[src/rtl/prog_loader_if.sv]
// Loader/CPU-fetch bundle for prog_loader. The loader side drives beats and the
// fetch address; the slave side (prog_loader) returns ready, fetch data, run and count.
interface prog_loader_if #(
  parameter int ADDR_W = 4,
  parameter int DATA_W = 8
);
  logic              ld_valid;
  logic [DATA_W-1:0] ld_data;
  logic              ld_last;
  logic              ld_ready;
  logic              ld_restart;
  logic [ADDR_W-1:0] cpu_addr;
  logic [DATA_W-1:0] cpu_data;
  logic              cpu_run;
  logic [ADDR_W:0]   ld_count;

  modport master (
    output ld_valid, ld_data, ld_last, ld_restart, cpu_addr,
    input  ld_ready, cpu_data, cpu_run, ld_count
  );

  modport slave (
    input  ld_valid, ld_data, ld_last, ld_restart, cpu_addr,
    output ld_ready, cpu_data, cpu_run, ld_count
  );
endinterface

[src/rtl/prog_loader.sv]
// Program loader: streams words into a small program memory, then releases the
// CPU. Unwritten words read as NOP_WORD; a restart or reset discards the program.
module prog_loader #(
  parameter int                 ADDR_W   = 4,
  parameter int                 DATA_W   = 8,
  parameter logic [DATA_W-1:0]  NOP_WORD = '0
) (
  input  logic          clk,
  input  logic          n_reset,
  prog_loader_if.slave  bus
);

  localparam int                DEPTH   = 2 ** ADDR_W;
  localparam logic [ADDR_W-1:0] PTR_MAX = ADDR_W'(DEPTH - 1);

  typedef enum logic {S_LOAD, S_RUN} state_t;

  state_t              state;
  state_t              state_nxt;
  logic [ADDR_W-1:0]   wr_ptr;
  logic [ADDR_W:0]     cnt;
  logic [DEPTH-1:0]    vbits;
  logic                run_q;
  logic                ready;
  logic                accept;
  logic                last_beat;
  logic [DATA_W-1:0]   mem [DEPTH];

  // State register
  always_ff @(posedge clk) begin
    if (n_reset) begin
      state <= S_LOAD;
      run_q <= 1'b0;
    end else begin
      state <= state_nxt;
      run_q <= (state_nxt == S_RUN);
    end
  end

  // Next-state logic: restart dominates, otherwise the final beat starts RUN
  always_comb begin
    state_nxt = state;
    if (bus.ld_restart) begin
      state_nxt = S_LOAD;
    end else if (last_beat) begin
      state_nxt = S_RUN;
    end
  end

  // Output / handshake logic; ready is held low while reset is asserted
  always_comb begin
    ready     = 1'b0;
    accept    = 1'b0;
    last_beat = 1'b0;
    if (!n_reset && (state == S_LOAD) && !bus.ld_restart) begin
      ready = 1'b1;
    end
    accept = ready && bus.ld_valid;
    if (accept && (bus.ld_last || (wr_ptr == PTR_MAX))) begin
      last_beat = 1'b1;
    end
  end

  // Write pointer, count and per-word valid bits; the pointer saturates so it never wraps
  always_ff @(posedge clk) begin
    if (n_reset || bus.ld_restart) begin
      wr_ptr <= '0;
      cnt    <= '0;
      vbits  <= '0;
    end else if (accept) begin
      vbits[wr_ptr] <= 1'b1;
      cnt           <= cnt + 1'b1;
      if (wr_ptr != PTR_MAX) begin
        wr_ptr <= wr_ptr + 1'b1;
      end
    end
  end

  // Storage is not reset; the valid bits alone decide what the CPU sees
  always_ff @(posedge clk) begin
    if (accept) begin
      mem[wr_ptr] <= bus.ld_data;
    end
  end

  assign bus.ld_ready = ready;
  assign bus.cpu_run  = run_q;
  assign bus.ld_count = cnt;
  assign bus.cpu_data = vbits[bus.cpu_addr] ? mem[bus.cpu_addr] : NOP_WORD;

endmodule

[src/flat_wrapper.sv]
// flat-port wrapper written by rule: the top's interface ports become plain ports
module prog_loader_flat 
#(
  parameter int                 ADDR_W   = 4,
  parameter int                 DATA_W   = 8,
  parameter logic [DATA_W-1:0]  NOP_WORD = '0
)
  (clk, n_reset, bus_ld_valid, bus_ld_data, bus_ld_last, bus_ld_restart, bus_cpu_addr, bus_ld_ready, bus_cpu_data, bus_cpu_run, bus_ld_count);
  prog_loader_if #(.ADDR_W(ADDR_W), .DATA_W(DATA_W)) bus_i ();
  input  logic clk;
  input  logic n_reset;
  input wire logic [$bits(bus_i.ld_valid)-1:0] bus_ld_valid;
  input wire logic [$bits(bus_i.ld_data)-1:0] bus_ld_data;
  input wire logic [$bits(bus_i.ld_last)-1:0] bus_ld_last;
  input wire logic [$bits(bus_i.ld_restart)-1:0] bus_ld_restart;
  input wire logic [$bits(bus_i.cpu_addr)-1:0] bus_cpu_addr;
  output wire logic [$bits(bus_i.ld_ready)-1:0] bus_ld_ready;
  output wire logic [$bits(bus_i.cpu_data)-1:0] bus_cpu_data;
  output wire logic [$bits(bus_i.cpu_run)-1:0] bus_cpu_run;
  output wire logic [$bits(bus_i.ld_count)-1:0] bus_ld_count;
  assign bus_i.ld_valid = bus_ld_valid;
  assign bus_i.ld_data = bus_ld_data;
  assign bus_i.ld_last = bus_ld_last;
  assign bus_i.ld_restart = bus_ld_restart;
  assign bus_i.cpu_addr = bus_cpu_addr;
  assign bus_ld_ready = bus_i.ld_ready;
  assign bus_cpu_data = bus_i.cpu_data;
  assign bus_cpu_run = bus_i.cpu_run;
  assign bus_ld_count = bus_i.ld_count;
  prog_loader #(.ADDR_W(ADDR_W), .DATA_W(DATA_W), .NOP_WORD(NOP_WORD)) u_core (.clk(clk), .n_reset(n_reset), .bus(bus_i));
endmodule
[config.mk]
export PLATFORM = sky130hd
export DESIGN_NAME = prog_loader_flat
export DESIGN_NICKNAME = d
export VERILOG_FILES = /design/src/rtl/prog_loader_if.sv /design/src/rtl/prog_loader.sv /design/src/flat_wrapper.sv
export SDC_FILE = /design/constraint.sdc
export NUM_CORES = 1
export LEC_CHECK = 0
export CAP_MARGIN = 15
export CORE_ASPECT_RATIO = 0.6
export CORE_MARGIN = 4
export CORE_UTILIZATION = 30
export CTS_BUF_LIST = sky130_fd_sc_hd__clkbuf_4
export DETAILED_ROUTE_END_ITERATION = 12
export SLEW_MARGIN = 20
export SYNTH_ARGS = -nofsm -noshare
export SYNTH_HDL_FRONTEND = slang
export SYNTH_SLANG_ARGS = --single-unit
[constraint.sdc]
create_clock -name clk -period 2.7 [get_ports clk]
set_input_delay 0.54 -clock clk [delete_from_list [all_inputs] [get_ports clk]]
set_output_delay 0.54 -clock clk [all_outputs]
set_load 0.02 [all_outputs]
# Word-level counts from Yosys, hierarchy flattened
# Memory sizes are Yosys's and may differ from the RTL's.
# Index checks and enable logic that the tools add are counted.
totals:
  regBits: 26
  latch_bits: 0
  ram_bits: 128
  rom_bits: 0
  output_inout_bits: 15
  elab_cells: 34
  mem_count: 1
classes:
  addsub: 2
  multipliers: 0
  n_div: 0
  n_lt_le_gt_ge: 3
  n_eq_ne: 2
  shifts: 0
  mux: 9
  bitwise_logic: 2
  reduce_logical: 11
memory_table:
  columns: ["name", "depth", "width", "rd", "rd_ports_with_merged_regs", "wr", "line", "text"]
  rows:
  - ["u_core.mem", 16, 8, 1, 0, 1, "prog_loader.sv:27", "logic [DATA_W-1:0] mem [DEPTH];"]
op_table:
  columns: ["cell", "n"]
  rows:
  - ["bitwise OR 16 bit", 1]
  - ["< comparator 4 x 5 -> 1 bit (second input constant)", 2]
  - ["2-to-1 mux 8 bit", 1]
  - ["2-to-1 mux 1 bit", 6]
  - ["adder 5 x 1 -> 5 bit (second input constant)", 1]
  - ["logical AND 1 bit", 5]
  - ["adder 4 x 1 -> 4 bit (second input constant)", 1]
  - ["binary-select mux 1 bit (select 4 bit)", 1]
  - ["demux 1 bit (select 4 bit)", 1]
  - ["equality test 4 bit (second input constant)", 1]
  - ["greater-or-equal comparator 4 x 1 -> 1 bit (second input constant)", 1]
  - ["inequality test 4 bit (second input constant)", 1]
  - ["logical NOT 1 bit", 2]
  - ["logical OR 1 bit", 2]
  - ["AND reduction 2 bit", 1]
  - ["OR reduction 2 bit", 1]
  - ["inverter 1 bit", 1]

# Longest topological paths before layout
depth:
  ltp_word: 7
  depth_mapped: 5
  mapped_depth_nobuf: 5

# Worst setup path before layout
# Ideal clock, no wire load.
synth_path:
  path_kind: "input to output"
  start: "in bus_cpu_addr[0]"
  end: "out bus_cpu_data[3]"
  arrival_ns: 1.745
  required_ns: 2.160
  setup_slack_ns: 0.415
  cell_stages: 5
  path_buffers: 2
  path_cell_list: "buf_6 -> buf_4 -> mux4_2 -> a22oi_1 -> a21oi_1"
synth_between:
  elab_chain_len: 3
  word_cells_on_any_way: 4
synth_rtl:
  columns: ["item", "line", "text"]
  rows:
  - ["start: declaration", "flat_wrapper.sv:16", "input wire logic [$bits(bus_i.cpu_addr)-1:0] bus_cpu_addr;"]
  - ["binary-select mux 1 bit (select 4 bit)", "prog_loader.sv:89", "assign bus.cpu_data = vbits[bus.cpu_addr] ? mem[bus.cpu_addr] : NOP_WORD;"]
  - ["2-to-1 mux 1 bit (not written as such)", "prog_loader.sv:89", null]
  - ["2-to-1 mux 8 bit (*)", "prog_loader.sv:89", null]
  - ["end: declaration", "flat_wrapper.sv:18", "output wire logic [$bits(bus_i.cpu_data)-1:0] bus_cpu_data;"]
# Every way passes the cells marked *; elsewhere a longest branch is shown, timed or not. The select of a mux whose other input is x is not followed.

# Worst setup path in the final report
layout_path:
  start: "in bus_cpu_addr[1]"
  end: "out bus_cpu_data[0]"
# Same word-level chain as after synthesis.

==> results.cfg <==
[timing]
setup-tns-final_ns = -0.171
slew_headroom_pct = 59.4
worst_hold_slack_ns = 0.478
period_needed_ns = 2.75
fin_ws_ns = -0.0547
fin_skew_ns = 0.0297
rsz0062_at_grt = true
finalHoldViolCount = 0
setup_violations = 5
worstMarginPinSlew_ns = 0.607
finalCritPeriodShare_pct = 102
slew_violations = 0
timing.fmax_mhz = 363

[global_route]
grt_usage_pct = 12.7
grt_pass1_wl_um = 20600
grt_overflow = 0
grt_pass1_vias = 3492
grt_max_degree = 18
antenna_found_initial = 1

[worst_setup_path]
worstPathArrival_ns = 2.21
crit_path_top_delay_cell = clkdlybuf4s50_1
critical_path_class = in2out
endpoint_kind = primary output
crit_path_start_kind = primary input
critPathMostFrequentCell = buf_4
critPathMaxStageDelay_ns = 0.52
path_cells = clkdlybuf4s50_1, and2_1, buf_4, buf_4, a22oi_1, a21oi_2, buf_4
cp.required_ns = 2.16
cp_max_fo = 6

[synthesis]
syn_avg_cell_area_um2 = 18.8
ys_warn_count = 0
synthesis.nets = 339
ys_types = 30
synth-seq-cells = 154
syn_area_um2 = 5960
synth_seq_area_share_pct = 73.2
syn-instance-count = 317

[final_layout]
diodes = 0
fillerInstances = 1763
layout-drive-gt1-share_pct = 36.5
nNetsFinal = 423
syn2layout_area_growth_pct = 25.1
stdcell_count = 680

[placement]
gp_congestion = 0.806
placedCellCount = 644
dp_hpwl_um = 9260
io_buffers = 31
dp_slack_ns = -0.705

[drt]
num_vias = 3283
drt_iter0_markers = 280
drc_errors = 0
ant_nets = 0
routed_wl_um = 13400
firstDrtPassIters = 4
vias_per_cell = 4.83
detail_route.wl_per_cell_um = 19.7

[floorplanning]
die_h_um = 117
rows = 39
die_w_um = 190
die_area_um2 = 22300
io_pins = 32
core-area_um2 = 19300
start_util_pct = 30.9

[status]
failed_checks = setup timing
status = complete, but fails checks

[clock_tree]
cts_root_buffer = clkbuf_4
clock_insertion_delay_worst_skew_ns = 0.54
cts_made_buffers = 17
clk_pin_slew_ns = 0.12
cts_tree = done
clockBufferDepth = 2
clock_sinks = 154
htreeDepth = 4

[flow_run]
drv_cap = 0

[pwr]
p_leak_nw = 2.44
peakVddDrop_uv = 263
p_total_mw = 4.42
p_per_area_nw_per_um2 = 593

[hold_path]
holdCritPathClass = reg2reg
==> sequential cells by signal, indices dropped and copies added, names as in the netlist <==
register / flops
u_core.state: 1
u_core.vbits: 16
u_core.mem: 128
u_core.wr_ptr: 4
u_core.bus.ld_count: 5
==> path summary, 6_finish.rpt <==
kind / from / to / slack (ns) / cells after the start
setup / recovery: bus_cpu_addr[1] / bus_cpu_data[0] / -0.05 / 7
hold / removal: u_core.vbits[15] / u_core.vbits[15] / 0.48 / 1
setup reg to reg: u_core.state / u_core.mem[1][5] / 0.97 / 5
hold reg to reg: u_core.vbits[15] / u_core.vbits[15] / 0.48 / 1
==> cell usage after synthesis <==
library cell,n,area (µm²)
xor2_1,4,35.0
mux4_2,36,811
o21ai_0,1,5.00
ha_1,5,62.6
nand2b_1,3,18.8
a21oi_1,11,55.1
edfxtp_1,128,3840
nor2_1,22,82.6
o21a_1,16,120
nand2_1,10,37.5
nor3_1,5,25.0
nor2b_1,2,12.5
nand3_1,3,15.0
nor2_8,1,20.0
or2_2,1,6.26
buf_6,2,22.5
buf_1,1,3.75
buf_4,3,22.5
a22o_2,1,10.0
nand4_1,2,12.5
and2_1,1,6.26
a22o_1,1,8.76
nor4b_2,1,15.0
inv_1,2,7.51
clkbuf_1,9,33.8
buf_2,1,5.00
a22oi_1,16,120
dfxtp_1,26,521
and3_1,1,6.26
xnor2_1,2,17.5
==> cell type report <==
cell class	instances	area, µm²	area share [%]
Clock buffer	18	135	1.81
Timing Repair Buffer	81	807	10.8
Clock inverter	14	194	2.60
Sequential cell	154	4370	58.6
Inverter	2	7.51	0.101
Multi-Input combinational cell	145	1610	21.6
Tap cell	266	333	4.46
==> power breakdown <==
group / internal [mW] / switching (mW)
sequential: 2.57 / 0.00271
combinational: 0.136 / 0.130
clock: 0.751 / 0.827
total: 3.46 / 0.960
==> through the flow <==
step / area (µm²) / util [%]
floorplan: 5960 / -
global placement: 6920 / 35.9
detailed placement: 6920 / 35.9
CTS: 7350 / 38.1
global route: 7460 / 38.7
finish: 7460 / 38.7
==> worst max-delay path, delay by kind of cell <==
kind                   cells  cell delay (ns)
AOI/OAI and AO/OA          2             0.42
buffers and inverters      4             1.09
and+or+nand+nor            1             0.16
==> cells in the final DEF (no fill, tap or decap), types with 3 or more instances in the layout <==
cell and instances:
a21oi_1 5, a21oi_2 4, a22oi_1 8, a22oi_2 8, buf_12 7, buf_2 3
buf_4 39, buf_6 9, bufinv_16 4, clkbuf_4 18, clkdlybuf4s50_1 21, clkinv_4 3
dfxtp_1 23, dfxtp_2 3, edfxtp_1 128, ha_1 5, inv_6 3, mux4_2 36
nand2_1 10, nand2b_1 3, nand3_1 3, nor2_1 21, nor3_1 5, o21a_1 16
xor2_1 4
==> logic make-up after synthesis <==
| kind of cell | synth area share (%) |
|---|---|
| DFF | 73.2 |
| and+or+nand+nor | 4.32 |
| AOI/OAI and AO/OA | 5.35 |
| muxes | 13.6 |
| buffers and inverters | 1.59 |
| xor gates and xnor gates | 0.881 |
| adders and majority gates | 1.05 |
==> routing by layer <==
metal  share of wire, %  global-route usage (%)  routed length, µm  vias to the layer above
met1                 47                    18.7               6320                     1712
met2                 42                    18.2               5680                      119
li1                   -                       -                  -                     1443
met5              0.097                       0                 13                        -
met3                9.9                    4.24               1330                        7
met4               0.31                    2.99                 42                        2
==> what timing repair did <==
item	4_1_cts	5_1_grt
endpoints found under the setup margin	8	8
buffers inserted	2	3
pin swaps	4	8
hold buffers	0	0
resized for setup	58	17
gates cloned	1	0
No activity file was read; power rests on OpenSTA's default activity.
